<file path="src/rtl/adc_scan_sequencer.sv">
// adc_scan_sequencer: round-robin scan controller for an LTC2308 SPI ADC.
// Optional ADC_SCAN_AVG_EN: emit the truncated mean of 4 results per channel.
module adc_scan_sequencer #(
  parameter int SCK_DIV     = 2,
  parameter int CONV_CYCLES = 80,
  parameter int GAP_CYCLES  = 100
) (
  input  logic        clk,
  input  logic        reset_n,
  input  logic        enable,
  input  logic [7:0]  ch_mask,
  output logic        adc_convst,
  output logic        adc_sclk,
  output logic        adc_din,
  input  logic        adc_dout,
  output logic        sample_valid,
  output logic [2:0]  sample_ch,
  output logic [11:0] sample_data,
  output logic        busy
);

  typedef enum logic [1:0] {
    IDLE  = 2'd0,
    CONV  = 2'd1,
    SHIFT = 2'd2,
    GAP   = 2'd3
  } state_t;

  localparam logic [15:0] CONV_LAST = 16'(CONV_CYCLES - 1);
  localparam logic [15:0] DIV_LAST  = 16'(SCK_DIV - 1);
  localparam logic [15:0] GAP_LAST  =
    16'((GAP_CYCLES > 0) ? GAP_CYCLES - 1 : 0);
  localparam logic [4:0]  EDGE_END  = 5'd24;

  state_t      state_q, state_d;
  logic [15:0] cnt_q, cnt_d;
  logic [4:0]  edge_q, edge_d;
  logic [2:0]  cur_ch_q, cur_ch_d;
  logic [2:0]  prev_ch_q, prev_ch_d;
  logic        primed_q, primed_d;
  logic        seeded_q, seeded_d;
  logic [11:0] shreg_q, shreg_d;

  logic        convst_q, convst_d;
  logic        sclk_q, sclk_d;
  logic        din_q, din_d;
  logic        valid_q, valid_d;
  logic [2:0]  ch_q, ch_d;
  logic [11:0] data_q, data_d;
  logic        busy_q, busy_d;

  logic [2:0]  srch_base, nxt_ch;
  logic        found, go, fin, frame_done;
  logic [11:0] cfg_word;

  assign go       = enable && (ch_mask != 8'h00);
  assign cfg_word = {1'b1, cur_ch_q[0], cur_ch_q[2], cur_ch_q[1],
                     1'b1, 1'b0, 6'b000000};

  // next enabled channel after the current one, wrapping 7->0
  always_comb begin
    srch_base = seeded_q ? cur_ch_q + 3'd1 : 3'd0;
    nxt_ch    = srch_base;
    found     = 1'b0;
    for (int i = 0; i < 8; i++) begin
      if (!found && ch_mask[srch_base + 3'(i)]) begin
        nxt_ch = srch_base + 3'(i);
        found  = 1'b1;
      end
    end
  end

  // frame sequencer: convert, shift config/result, gap, repeat
  always_comb begin
    state_d    = state_q;
    cnt_d      = cnt_q;
    edge_d     = edge_q;
    cur_ch_d   = cur_ch_q;
    prev_ch_d  = prev_ch_q;
    primed_d   = primed_q;
    seeded_d   = seeded_q;
    shreg_d    = shreg_q;
    fin        = 1'b0;
    frame_done = 1'b0;
    unique case (state_q)
      IDLE: begin
        if (go) begin
          state_d  = CONV;
          cnt_d    = '0;
          cur_ch_d = nxt_ch;
          seeded_d = 1'b1;
        end
      end
      CONV: begin
        if (cnt_q == CONV_LAST) begin
          state_d = SHIFT;
          cnt_d   = '0;
          edge_d  = '0;
        end else begin
          cnt_d = cnt_q + 16'd1;
        end
      end
      SHIFT: begin
        if (edge_q == EDGE_END) begin
          prev_ch_d = cur_ch_q;
          primed_d  = 1'b1;
          cnt_d     = '0;
          if (GAP_CYCLES == 0) frame_done = 1'b1;
          else state_d = GAP;
        end else if (cnt_q == DIV_LAST) begin
          cnt_d  = '0;
          edge_d = edge_q + 5'd1;
          if (!edge_q[0]) shreg_d = {shreg_q[10:0], adc_dout};
          if (edge_q == 5'd23) fin = 1'b1;
        end else begin
          cnt_d = cnt_q + 16'd1;
        end
      end
      GAP: begin
        if (cnt_q == GAP_LAST) frame_done = 1'b1;
        else cnt_d = cnt_q + 16'd1;
      end
      default: state_d = IDLE;
    endcase
    if (frame_done) begin
      if (go) begin
        state_d  = CONV;
        cnt_d    = '0;
        cur_ch_d = nxt_ch;
      end else begin
        state_d  = IDLE;
        primed_d = 1'b0;
      end
    end
  end

  // pin outputs decoded from the next state so they leave flops
  always_comb begin
    convst_d = (state_d == CONV);
    sclk_d   = (state_d == SHIFT) && edge_d[0];
    busy_d   = (state_d != IDLE);
    din_d    = 1'b0;
    if (state_d == SHIFT && edge_d < EDGE_END)
      din_d = cfg_word[4'd11 - {1'b0, edge_d[4:2], edge_d[1]} ];
  end

`ifdef ADC_SCAN_AVG_EN
  logic [7:0][13:0] acc_q, acc_d;
  logic [7:0][1:0]  navg_q, navg_d;
  logic [13:0]      acc_sum;

  // accumulate 4 results per channel, emit their truncated mean
  always_comb begin
    acc_d   = acc_q;
    navg_d  = navg_q;
    valid_d = 1'b0;
    ch_d    = ch_q;
    data_d  = data_q;
    acc_sum = acc_q[prev_ch_q] + {2'b00, shreg_q};
    if (fin && primed_q) begin
      if (navg_q[prev_ch_q] == 2'd3) begin
        valid_d            = 1'b1;
        ch_d               = prev_ch_q;
        data_d             = acc_sum[13:2];
        acc_d[prev_ch_q]   = '0;
        navg_d[prev_ch_q]  = '0;
      end else begin
        acc_d[prev_ch_q]   = acc_sum;
        navg_d[prev_ch_q]  = navg_q[prev_ch_q] + 2'd1;
      end
    end
    if (frame_done && !go) begin
      acc_d  = '0;
      navg_d = '0;
    end
  end

  // averaging state
  always_ff @(posedge clk or negedge reset_n) begin
    if (!reset_n) begin
      acc_q  <= '0;
      navg_q <= '0;
    end else begin
      acc_q  <= acc_d;
      navg_q <= navg_d;
    end
  end
`else
  // raw result of the previous frame's channel
  always_comb begin
    valid_d = fin && primed_q;
    ch_d    = ch_q;
    data_d  = data_q;
    if (fin && primed_q) begin
      ch_d   = prev_ch_q;
      data_d = shreg_q;
    end
  end
`endif

  // state and output registers
  always_ff @(posedge clk or negedge reset_n) begin
    if (!reset_n) begin
      state_q   <= IDLE;
      cnt_q     <= '0;
      edge_q    <= '0;
      cur_ch_q  <= '0;
      prev_ch_q <= '0;
      primed_q  <= 1'b0;
      seeded_q  <= 1'b0;
      shreg_q   <= '0;
      convst_q  <= 1'b0;
      sclk_q    <= 1'b0;
      din_q     <= 1'b0;
      valid_q   <= 1'b0;
      ch_q      <= '0;
      data_q    <= '0;
      busy_q    <= 1'b0;
    end else begin
      state_q   <= state_d;
      cnt_q     <= cnt_d;
      edge_q    <= edge_d;
      cur_ch_q  <= cur_ch_d;
      prev_ch_q <= prev_ch_d;
      primed_q  <= primed_d;
      seeded_q  <= seeded_d;
      shreg_q   <= shreg_d;
      convst_q  <= convst_d;
      sclk_q    <= sclk_d;
      din_q     <= din_d;
      valid_q   <= valid_d;
      ch_q      <= ch_d;
      data_q    <= data_d;
      busy_q    <= busy_d;
    end
  end

  assign adc_convst   = convst_q;
  assign adc_sclk     = sclk_q;
  assign adc_din      = din_q;
  assign sample_valid = valid_q;
  assign sample_ch    = ch_q;
  assign sample_data  = data_q;
  assign busy         = busy_q;

endmodule

</file>
<file path="config.mk">
export PLATFORM = sky130hd
export DESIGN_NAME = adc_scan_sequencer
export DESIGN_NICKNAME = d
export VERILOG_FILES = /design/src/rtl/adc_scan_sequencer.sv
export SDC_FILE = /design/constraint.sdc
export NUM_CORES = 1
export LEC_CHECK = 0
export CAP_MARGIN = 20
export CORE_MARGIN = 2
export CORE_UTILIZATION = 40
export CTS_CLUSTER_SIZE = 25
export DETAILED_ROUTE_END_ITERATION = 7
export PLACE_DENSITY = 0.58
export SETUP_SLACK_MARGIN = 0.15
export SYNTH_ARGS = -nofsm -noshare
export SYNTH_HDL_FRONTEND = slang
export SYNTH_SLANG_ARGS = --single-unit
</file>
<file path="constraint.sdc">
create_clock -name clk -period 7.5 [get_ports clk]
set_input_delay 1.875 -clock clk [delete_from_list [all_inputs] [get_ports clk]]
set_output_delay 1.875 -clock clk [all_outputs]
set_load 0.01 [all_outputs]
</file>
Yosys cells after proc, flatten, opt, wreduce, memory -nomap -nowiden
Cells that the tools add are included.
{"block": "totals", "reg_bits": 63, "in_bits": 12, "output_inout_bits": 20}
{"block": "op_classes", "addsub": 11, "n_reduce_logical": 24, "eq_ne": 10, "bitwise": 2, "n_lt_le_gt_ge": 10, "n_mux": 66}
{"op": "two-way mux 16 bit", "count": 7}
{"op": "case mux 16 bit (4 select lines)", "count": 1}
{"op": "two-way mux 3 bit", "count": 12}
{"op": "equality test 16 x 7 -> 1 bit (second input constant)", "count": 2}
{"op": "< comparator 3 x 4 -> 1 bit (second input constant)", "count": 8}
{"op": "two-way mux 1 bit", "count": 28}
{"op": "binary-select mux 1 bit (select 3 bit)", "count": 8}
{"op": "adder 16 x 1 -> 16 bit (second input constant)", "count": 1}
{"op": "equality test 16 x 1 -> 1 bit (second input constant)", "count": 1}
{"op": "two-way mux 5 bit", "count": 3}
{"op": "adder 3 bit (second input constant)", "count": 4}
{"op": "logical AND 1 bit", "count": 11}
{"op": "equality test 5 bit (second input constant)", "count": 2}
{"op": "< comparator 5 bit (second input constant)", "count": 2}
{"op": "case mux 5 bit (2 select lines)", "count": 1}
{"op": "two-way mux 2 bit", "count": 4}
{"op": "nonzero test 8 bit", "count": 1}
{"op": "zero test 1 bit", "count": 7}
{"op": "adder 3 x 1 -> 3 bit (second input constant)", "count": 2}
{"op": "adder 3 x 2 -> 3 bit (second input constant)", "count": 2}
{"op": "equality test 2 bit (second input constant)", "count": 3}
{"op": "case mux 2 bit (3 select lines)", "count": 1}
{"op": "adder 5 x 1 -> 5 bit (second input constant)", "count": 1}
{"op": "subtractor 4 x 4 -> 5 bit (first input constant)", "count": 1}
{"op": "7 further kinds", "count": 10}

Longest topological paths before layout
{"block": "depth", "word_depth": 30, "ltp_mapped": 15}

Least setup slack after synthesis
No wires, ideal clock.
{"block": "synth_timing", "path_kind": "input to register", "from": "in ch_mask[6]", "to": "reg din_q (netlist: adc_din)", "arrival_time_ns": 3.652, "path_stages": 8, "setup_slack_ns": 3.782, "required_ns": 7.435, "path_cell_list": "nor4_1 > a21boi_1 > nor2_1 > a211oi_1 > a21oi_1 > o21ai_0 > a2111oi_0 > o211a_1"}
{"block": "synth_via", "elab_chain_cells": 8, "elab_cells_between_ends": 9, "classes_between": "1 x eq/ne; 5 x mux; 3 x reduce/logical"}
{"item": "from (decl)", "line_no": "11", "rtl": "input logic [7:0] ch_mask,"}
{"item": "nonzero test 8 bit *", "line_no": "56", "rtl": "assign go = enable && (ch_mask != 8'h00);"}
{"item": "logical AND 1 bit *", "line_no": "56"}
{"item": "two-way mux 2 bit", "line_no": "87", "rtl": "if (go) begin"}
{"item": "case mux 2 bit (3 select lines)", "line_no": "85", "rtl": "unique case (state_q)"}
{"item": "two-way mux 2 bit *", "line_no": "125", "rtl": "if (frame_done) begin"}
{"item": "equality test 2 bit *", "line_no": "143", "rtl": "if (state_d == SHIFT && edge_d < EDGE_END)"}
{"item": "logical AND 1 bit *", "line_no": "143"}
{"item": "two-way mux 1 bit *", "line_no": "143"}
{"item": "named net din_d", "line_no": "46", "rtl": "logic din_q, din_d;"}
{"item": "to (signal assigned)", "line_no": "230", "rtl": "din_q <= din_d;"}
{"item": "to (decl)", "line_no": "46"}
The timed path passes the listed nets; every way through them passes the cells marked *.
A chain may end at the register's enable or synchronous reset.

Final worst setup path
{"block": "layout_timing", "from": "in ch_mask[2]", "to": "reg din_q (netlist: adc_din)"}
The elaborated chain is that of the path after synthesis.

==> metrics.txt <==
Synth area leaders=dfrtp_1 39%, mux2_2 6.9%, mux2i_1 4.9%, o21ai_0 3.9%, ha_1 3.7%; Final setup viols=0; share of layout cells above drive strength 1=between 10% and 20%; Power Density=~150 nW/um^2; antenna diode count=0; part of the cycle the worst path needs=59.4%; drt first pass iters=4; largest net degree at the start of global routing=64; Final TNS setup=0 ns; crit start category=input port; Via density=5.55; Synth top cells by count=63 x dfrtp_1, 38 x nand2_1, 32 x o21ai_0, 25 x mux2_2, 20 x mux2i_1; leak pwr=0.00198 uW; GRT Resource Usage Total=between 10% and 20%; final hold vios=0; crit-path cells=clkdlybuf4s50_1 > nor4_1 > a21boi_1 > nor2_1 > a211oi_1 > a21oi_1 > o21ai_0 > a2111oi_0 > o211a_1; grt ovf=0; Core Region=around 10000 sq um; register bit total from synthesis=63; synthesized cell area=~4100 sq um; Boundary Pins=32; Post-synth EDFFs=0; crit-path max FO=10; kind of critical path=input port to register; DP HPWL=6610 microns; Worst Tran Pin Value=0.775 ns; Longest Clk Path Bufs=2; CTS buffer count=9; status=complete, no violations; Synth top area share=38.6%; Worst Reg-to-Reg Cells=11; Max stage delay on crit path=0.58 ns; WP data required=a little under 8 ns; Die Span Y=105 microns; Hold Buf Count CTS=0; die area=approximately 11,000 sq um; Post-Route WL=around 9000 microns; Hold Path Depth=1; slew margin rel.=48.3%; crit path max-delay cell type=nor2_1; most frequent cell after synthesis=dfrtp_1; Syn Inst Count=410; H-tree depth=3; die width=105 microns; Clock Pin Slew Worst Setup and Hold Paths=0.08 ns; TritonCTS clock tree=done; initial core utilization=41.6%; CTS resizes=0; number of max-cap violations=0; post-DR wirelength/cell=15.6 microns; Skew-Pair Late Insertion Delay=0.34 ns; total number of vias=between 3,000 and 4,000; Yosys cell types=68; clk root buf=clkbuf_8; Final ANT Viol Nets=0; CTS Sinks=63; setup repair bufs after CTS=0; minimum clock period=roughly 4.5 ns; Layout area overhead=14.7%; post-synthesis net count=434; Synth Warn #=0; fmax=0.224 GHz; Slew Viols, Final=0; Port Buf Inserts=31; first-pass GRT wire length=around 15,000 microns; Iter 0 DRT Violations=193; vias in the first global route=3,145; skew final=0.00910 ns; CP Capture Type=register; ys flop type=dfrtp_1; register area share after synthesis=slightly below 40%; Hold Path Class=register to register; RSZ-0062 raised after global routing=no; most area-hungry cell type in the Yosys netlist=dfrtp_1; Residual DRC=0; Final Util=47.7%; Final GP Congestion=0.867; fraction of registers with async set or reset after synthesis=100%; Final nets=460; Syn Area/Cell=9.96 sq um; maximum VDD drop=0.0640 mV; WP data arrival=4.74 ns; std cell rows=36; initial antenna violation count=0
routing by layer:
metal	vias to the layer above	track usage (%)	wire, microns
met4	0	5.90	186
met3	16	3.18	327
met5	-	0	0
met1	1525	22.9	4270
li1	1578	-	-
met2	67	28.4	4190
area by class of cell:
cell class | count | area, sq um
Fill cell | 935 | 5130
Multi-Input combinational cell | 309 | 2310
Sequential cell | 63 | 1580
Timing Repair Buffer | 34 | 332
Tap cell | 133 | 166
Clock buffer | 9 | 124
Clock inverter | 7 | 103
Inverter | 19 | 71.3
state kept, by name, indices dropped and copies added, names as in the netlist:
name and flops:
cnt_q 16, sample_data 12, shreg_q 12, edge_q 5, cur_ch_q 3, prev_ch_q 3
sample_ch 3, state_q 2, adc_convst 1, adc_din 1, adc_sclk 1, busy 1
primed_q 1, sample_valid 1, seeded_q 1
worst max-delay path: cells and delay by family:
family          cells  cell delay [ns]
compound gates      6             1.41
simple gates        2             0.99
buf+inv             1             0.45
cells by family after synthesis:
| family | count (synthesis) | share of synthesized area [%] |
|---|---|---|
| simple gates | 132 | 17.0 |
| compound gates | 96 | 16.3 |
| flops | 63 | 38.6 |
| mux | 61 | 17.9 |
| buf+inv | 38 | 4.87 |
| fa+ha+maj | 12 | 3.68 |
| xor+xnor | 8 | 1.72 |
path summary, 6_finish.rpt:
kind | to | slack (ns) | startpoint
max in group asynchronous | cnt_q[1] | 5.29 | reset_n
worst min-delay path | sample_ch[1] | 0.49 | sample_ch[1]
min in group asynchronous | cnt_q[11] | 1.69 | reset_n
worst max register to register | cur_ch_q[0] | 3.76 | cur_ch_q[0]
worst max-delay path | adc_din | 3.04 | ch_mask[2]
worst min register to register | sample_ch[1] | 0.49 | sample_ch[1]
cells in the final DEF (no fill, tap or decap), drive strengths merged, types with 8 or more instances in the layout:
| master | count |
|---|---|
| dfrtp | 63 |
| nand2 | 38 |
| ha | 12 |
| and2 | 8 |
| inv | 22 |
| nor2b | 8 |
| o21ai | 35 |
| mux2i | 21 |
| and3 | 8 |
| clkbuf | 9 |
| nor2 | 18 |
| nand3 | 16 |
| mux2 | 35 |
| a21oi | 8 |
| clkdlybuf4s50 | 30 |
stage by stage:
stage	power (uW)	instances	instance area, sq um	worst slack [ns]	hold slack [ns]
floorplan	366	410	4080	3.78	0.446
global placement	383	556	4440	2.83	0.464
detailed placement	384	558	4460	2.68	0.474
CTS	723	574	4680	3.03	0.490
global route	743	574	4680	2.70	0.516
finish	714	574	4680	3.04	0.486
power by group:
group / leakage (uW) / internal [uW] / total, uW / switching, uW
registers: 0.000774 / 340 / 340 / 0.185
clock network: 0.000111 / 191 / 337 / 146
logic: 0.00109 / 14.8 / 37.0 / 22.3
No activity file was read; power rests on OpenSTA's default activity.
==> variant 1: new RTL, config.mk and constraints unchanged <==
The option `ADC_SCAN_AVG_EN` is turned on by a define.
--- a/src/rtl/adc_scan_sequencer.sv
+++ b/src/rtl/adc_scan_sequencer.sv
@@ -1,4 +1,6 @@
 // adc_scan_sequencer: round-robin scan controller for an LTC2308 SPI ADC.
 // Optional ADC_SCAN_AVG_EN: emit the truncated mean of 4 results per channel.
+`define ADC_SCAN_AVG_EN
+
 module adc_scan_sequencer #(
   parameter int SCK_DIV     = 2,
Behaviour: no difference found for any inputs over 10 cycles, from zero or initial values and one cycle with reset_n low; that may be too few to reach the edited logic, so the function may still have changed.
==> variant 1 against the original RTL <==
Cell area up 150%; routed wire length rose to 3.2 times the old value; setup slack worse by 530 ps; sequential cell count up 128; critical endpoint is now acc_q[54]; power rose to 3.5 times the old value; critical path depth up 5; synthesized cell count rose to 2.8 times the old value; area after synthesis rose to 2.5 times the old value.
==> variant 1: results (changes against the original RTL) <==
stage,metric,value,unit,change
global_route,grt_max_degree,90,,+41%
detailed_routing,first_pass_iters,5,,+1
setup_path,cp_slowest_stage_delay,710,ps,+130 ps
sta,skew,12.57,ps,+3.470 ps
yosys,muxShareOfSynthArea,0.07218,,-0.1065
global_route,grt_pass1_vias,8384,,+170%
power_and_ir_drop,peakVddDrop,0.1358,mV,+110%
yosys,synth_common_cells,"192 x nand2_1, 191 x dfrtp_1, 104 x a21oi_1, 88 x nor2_1, 67 x o21ai_0",,
clock_tree,clk_latency,440,ps,+100 ps
yosys,synthTopCellsByArea,"dfrtp_1 46%, nand2_1 6.9%, a21oi_1 5.0%",,
clock_tree,cts_buffers,17,,+8
placed_design,gp_congestion,0.8521,,-1.8%
yosys,synthArstFlopShare,1.000,,unchanged
yosys,syn_nets,1190,,+170%
power_and_ir_drop,p_switching,758.1,uW,+350%
power_and_ir_drop,p_leak,4.980,nW,+150%
placed_design,hpwl,18.88,mm,+190%
detailed_routing,wl,28.95,mm,+220%
global_route,grt_pass1_wl,46.35,mm,+200%
clock_tree,root_buffer,clkbuf_16,,
detailed_routing,drtIter0Drc,693,,+260%
yosys,synth_cell_types,75,,+10%
detailed_routing,viasPerCell,5.764,,+3.8%
setup_path,cp.arrival,5360,ps,+620 ps
sta,drv_slew,0,,unchanged
outcome,status,"finished, final reports clean",,
sta,slew_headroom,0.2818,,-0.2015
setup_path,crit_slowest_cell,dfrtp_1,,
clock_tree,htree_levels,4,,+1
yosys,synth_adder_area_share,0.03200,,-0.004778
cells_and_area,reg_top3,"acc_q x112, cnt_q x16, navg_q x16",,
setup_path,crit_fanout,25,,+15
placed_design,postPlaceCellArea,10950,um2,+150%
global_route,track_usage,0.2194,,+0.04639
cells_and_area,layout-drive-gt1-share,0.08500,,-0.05333
yosys,ys_seq_area_frac,0.4595,,+0.07337
yosys,post_synth_xor_area_fraction,0.01588,,-0.001283
[variant 1: changes by cell type in the layout (fill, tap and decap cells not counted), sizes merged, moves of 20 or more]
cell / change
a21oi: +96
o21ai: +34
nor3: +20
nand2: +155
a22oi: +64
nor2: +70
dfrtp: +128
nand3: +29
[variant 1: final timing paths]
kind	start	end	slack [ps]
setup / recovery	prev_ch_q[2]	acc_q[54]	2510
hold reg to reg	sample_data[7]	sample_data[7]	480
min in group asynchronous	reset_n	cnt_q[3]	1490
hold / removal	sample_data[7]	sample_data[7]	480
setup reg to reg	prev_ch_q[2]	acc_q[54]	2510
max in group asynchronous	reset_n	acc_q[77]	4790
[variant 1: worst min-delay path: stages (launching register included)]
cell	delay, ps
dfrtp_1	350
nand2_1	40
o21ai_0	60
[variant 1: power groups by stage]
stage | clock network, mW | logic [mW] | registers [mW]
floorplan | 0 | 0.373 | 1.16
finish | 0.878 | 0.463 | 1.17
detailed placement | 0 | 0.459 | 1.19
global route | 0.933 | 0.523 | 1.18
CTS | 0.893 | 0.461 | 1.17
global placement | 0 | 0.454 | 1.19
[variant 1: cell type report]
type | instances | area (um2)
multi-input combinational | 865 | 5251
inverter | 19 | 71.32
clock buffer | 22 | 484.2
fill | 2517 | 14240
timing repair buffer | 46 | 437.9
clock inverter | 10 | 77.57
tap | 335 | 419.2
sequential | 191 | 4780
[variant 1: per-stage QoR]
stage	setup WS, ps	hold slack, ps	std cells	util	power [mW]
2_1_floorplan	3182	445.9	1152	-	1.533
3_3_place_gp	2627	466.4	1454	0.4244	1.640
3_5_place_dp	2557	472.3	1455	0.4249	1.645
4_1_cts	2526	485.4	1487	0.4467	2.521
5_1_grt	2172	512.5	1488	0.4472	2.635
6_report	2508	482.0	1488	0.4472	2.509
[variant 1: kinds of logic (layout without fill, tap and decap cells)]
group	count (synthesis)	in the layout
adder cells (fa/ha/maj)	26	26
multiplexers	68	68
XOR/XNOR	18	18
AO/OA/AOI/OAI	303	303
AND/OR/NAND/NOR	450	450
flip-flops	191	191
buffers and inverters	96	97
[variant 1: routing by layer]
| layer | routed length, um | track usage | up-vias |
|---|---|---|---|
| li1 | - | - | 4099 |
| met1 | 13490 | 0.3031 | 4215 |
| met2 | 13810 | 0.3636 | 245 |
| met3 | 1380 | 0.03472 | 18 |
| met4 | 273 | 0.04901 | 0 |
| met5 | 0 | 0 | - |
==> variant 2: new RTL, same flow settings <==
Made on the original files. Add an input register stage for `enable`, `ch_mask` and `adc_dout`; this delays them by one clock.
--- a/src/rtl/adc_scan_sequencer.sv
+++ b/src/rtl/adc_scan_sequencer.sv
@@ -33,4 +33,14 @@
   localparam logic [4:0]  EDGE_END  = 5'd24;
 
+  logic enable_q;
+  logic [7:0] ch_mask_q;
+  logic adc_dout_q;
+
+  always_ff @(posedge clk) begin
+    enable_q   <= enable;
+    ch_mask_q  <= ch_mask;
+    adc_dout_q <= adc_dout;
+  end
+
   state_t      state_q, state_d;
   logic [15:0] cnt_q, cnt_d;
@@ -54,5 +64,5 @@
   logic [11:0] cfg_word;
 
-  assign go       = enable && (ch_mask != 8'h00);
+  assign go       = enable_q && (ch_mask_q != 8'h00);
   assign cfg_word = {1'b1, cur_ch_q[0], cur_ch_q[2], cur_ch_q[1],
                      1'b1, 1'b0, 6'b000000};
@@ -64,5 +74,5 @@
     found     = 1'b0;
     for (int i = 0; i < 8; i++) begin
-      if (!found && ch_mask[srch_base + 3'(i)]) begin
+      if (!found && ch_mask_q[srch_base + 3'(i)]) begin
         nxt_ch = srch_base + 3'(i);
         found  = 1'b1;
@@ -111,5 +121,5 @@
           cnt_d  = '0;
           edge_d = edge_q + 5'd1;
-          if (!edge_q[0]) shreg_d = {shreg_q[10:0], adc_dout};
+          if (!edge_q[0]) shreg_d = {shreg_q[10:0], adc_dout_q};
           if (edge_q == 5'd23) fin = 1'b1;
         end else begin
Behaviour: not the same (Yosys sat finds a counterexample within 4 cycles, from zero or initial values and one cycle with reset_n low).
==> variant 2 against the original RTL <==
Routed wire length shrank 3.7%; area after synthesis grew 4.9%; sequential cell count grew 10; cell area grew 3.0%; count of clock-buffer cells in the layout grew 1; sequential share of layout area grew 3.2 points; setup slack gained 720 ps; core utilization shrank 1.2 points; largest cell class unchanged.
Power is not compared: it rests on default switching activity, and its combinational part moved more than twofold at a synthesized area within 25%.
==> variant 2: results (changes against the original RTL) <==
stage,metric,value,unit,change
clock_tree,htree_levels,3,,unchanged
power_and_ir_drop,p_leak,2.149,nW,
yosys,ys_seq_area_frac,0.4148,,+0.02869
clock_tree,root_buffer,clkbuf_8,,
placed_design,placed_cells,570,,+2.2%
outcome,status,"finished, final reports clean",,
detailed_routing,first_pass_iters,4,,unchanged
placed_design,gp_congestion,0.8739,,+0.76%
yosys,yosys_warnings,0,,unchanged
global_route,grt_pass1_wl,15.01,mm,-3.0%
global_route,antenna_found_initial,0,,unchanged
placed_design,postPlaceCellArea,4651,um2,+4.3%
yosys,synthArstFlopShare,0.8630,,-0.1370
placed_design,place_ws,3749,ps,+1072 ps
sta,skew,7.199,ps,-1.898 ps
clock_tree,cts_buffer_depth,2,,unchanged
cells_and_area,largest_reg_flops,16,,unchanged
yosys,synthTopCellsByArea,"dfrtp_1 37%, mux2_2 6.6%, dfxtp_1 4.7%",,
sta,hold_violations,0,,unchanged
setup_path,crit_fanout,13,,+3
clock_tree,cts_buffers,9,,unchanged
placed_design,hpwl,6.205,mm,-6.1%
power_and_ir_drop,peakVddDrop,0.1911,mV,
cells_and_area,regMostFlops,cnt_q,,
clock_tree,clk_latency,350,ps,
clock_tree,post_cts_resized,0,,unchanged
cells_and_area,layout-drive-gt1-share,0.1308,,-0.007502
detailed_routing,viasPerCell,5.538,,-0.22%
detailed_routing,wl_per_cell,14.72,um,-5.8%
cells_and_area,finalNetCount,470,,+2.2%
setup_path,cp.arrival,3970,ps,-770 ps
cells_and_area,final_cells,587,,+2.3%
clock_tree,clkTransAtPathRegs,80,ps,about the same
yosys,synth_common_cells,"63 x dfrtp_1, 38 x nand2_1, 32 x o21ai_0, 25 x mux2_2, 20 x mux2i_1",,
yosys,synthCells,420,,+2.4%
global_route,grt_pass1_vias,3124,,-0.67%
global_route,track_usage,0.1613,,-0.01170
yosys,syn_nets,444,,+2.3%
yosys,synth_cell_types,69,,+1.5%
global_route,grt_max_degree,64,,unchanged
detailed_routing,drtIter0Drc,203,,+5.2%
sta,slew_headroom,0.4720,,-0.01120
variant 2: final cells by class:
cell class | count | area [um2]
Tap cell | 136 | 170.2
Inverter | 19 | 71.32
Fill cell | 1012 | 5543
Clock inverter | 6 | 41.29
Timing Repair Buffer | 34 | 327.8
Sequential cell | 73 | 1777
Multi-Input combinational cell | 309 | 2312
Clock buffer | 10 | 127.6
variant 2: layer usage:
metal	up-vias	global-route usage	wire length [um]
met5	-	0	0
met4	0	0.04670	118
met3	15	0.03571	382
met2	72	0.2523	3877
met1	1560	0.2248	4260
li1	1604	-	-
variant 2: logic make-up after synthesis:
family	synth area share
multiplexers	0.1703
flip-flops	0.4148
buffers and inverters	0.04645
AO/OA/AOI/OAI	0.1551
adder cells (fa/ha/maj)	0.03506
XOR/XNOR	0.01636
AND/OR/NAND/NOR	0.1618
variant 2: final timing paths:
path,from,slack (ps),depth (start not counted),endpoint
setup / recovery,cur_ch_q[0],3770,11,cur_ch_q[0]
hold / removal,adc_dout_q,480,1,shreg_q[0]
setup reg to reg,cur_ch_q[0],3770,11,cur_ch_q[0]
hold reg to reg,adc_dout_q,480,1,shreg_q[0]
max in group asynchronous,reset_n,5300,2,seeded_q
min in group asynchronous,reset_n,1690,2,sample_data[1]
variant 2: critical path, cell delays in order, from the launching register on:
cell and delay [ps]:
dfrtp_1 440, ha_1 380, and2_1 510, inv_1 220, ha_1 250, or3_4 380
and2_4 190, mux2i_1 140, mux2_1 350, a311o_1 390, mux2i_1 130, a211o_1 220
variant 2: per-stage QoR:
step	hold slack [ps]	power, mW
2_1_floorplan	439.9	1.431
3_3_place_gp	459.1	1.579
3_5_place_dp	467.0	1.577
4_1_cts	486.1	1.862
5_1_grt	503.8	2.015
6_report	478.2	1.861
variant 2: power breakdown:
group	total, mW	internal (mW)	switching [mW]
clock network	0.273	0.121	0.153
registers	0.441	0.416	0.0250
logic	1.15	0.488	0.659
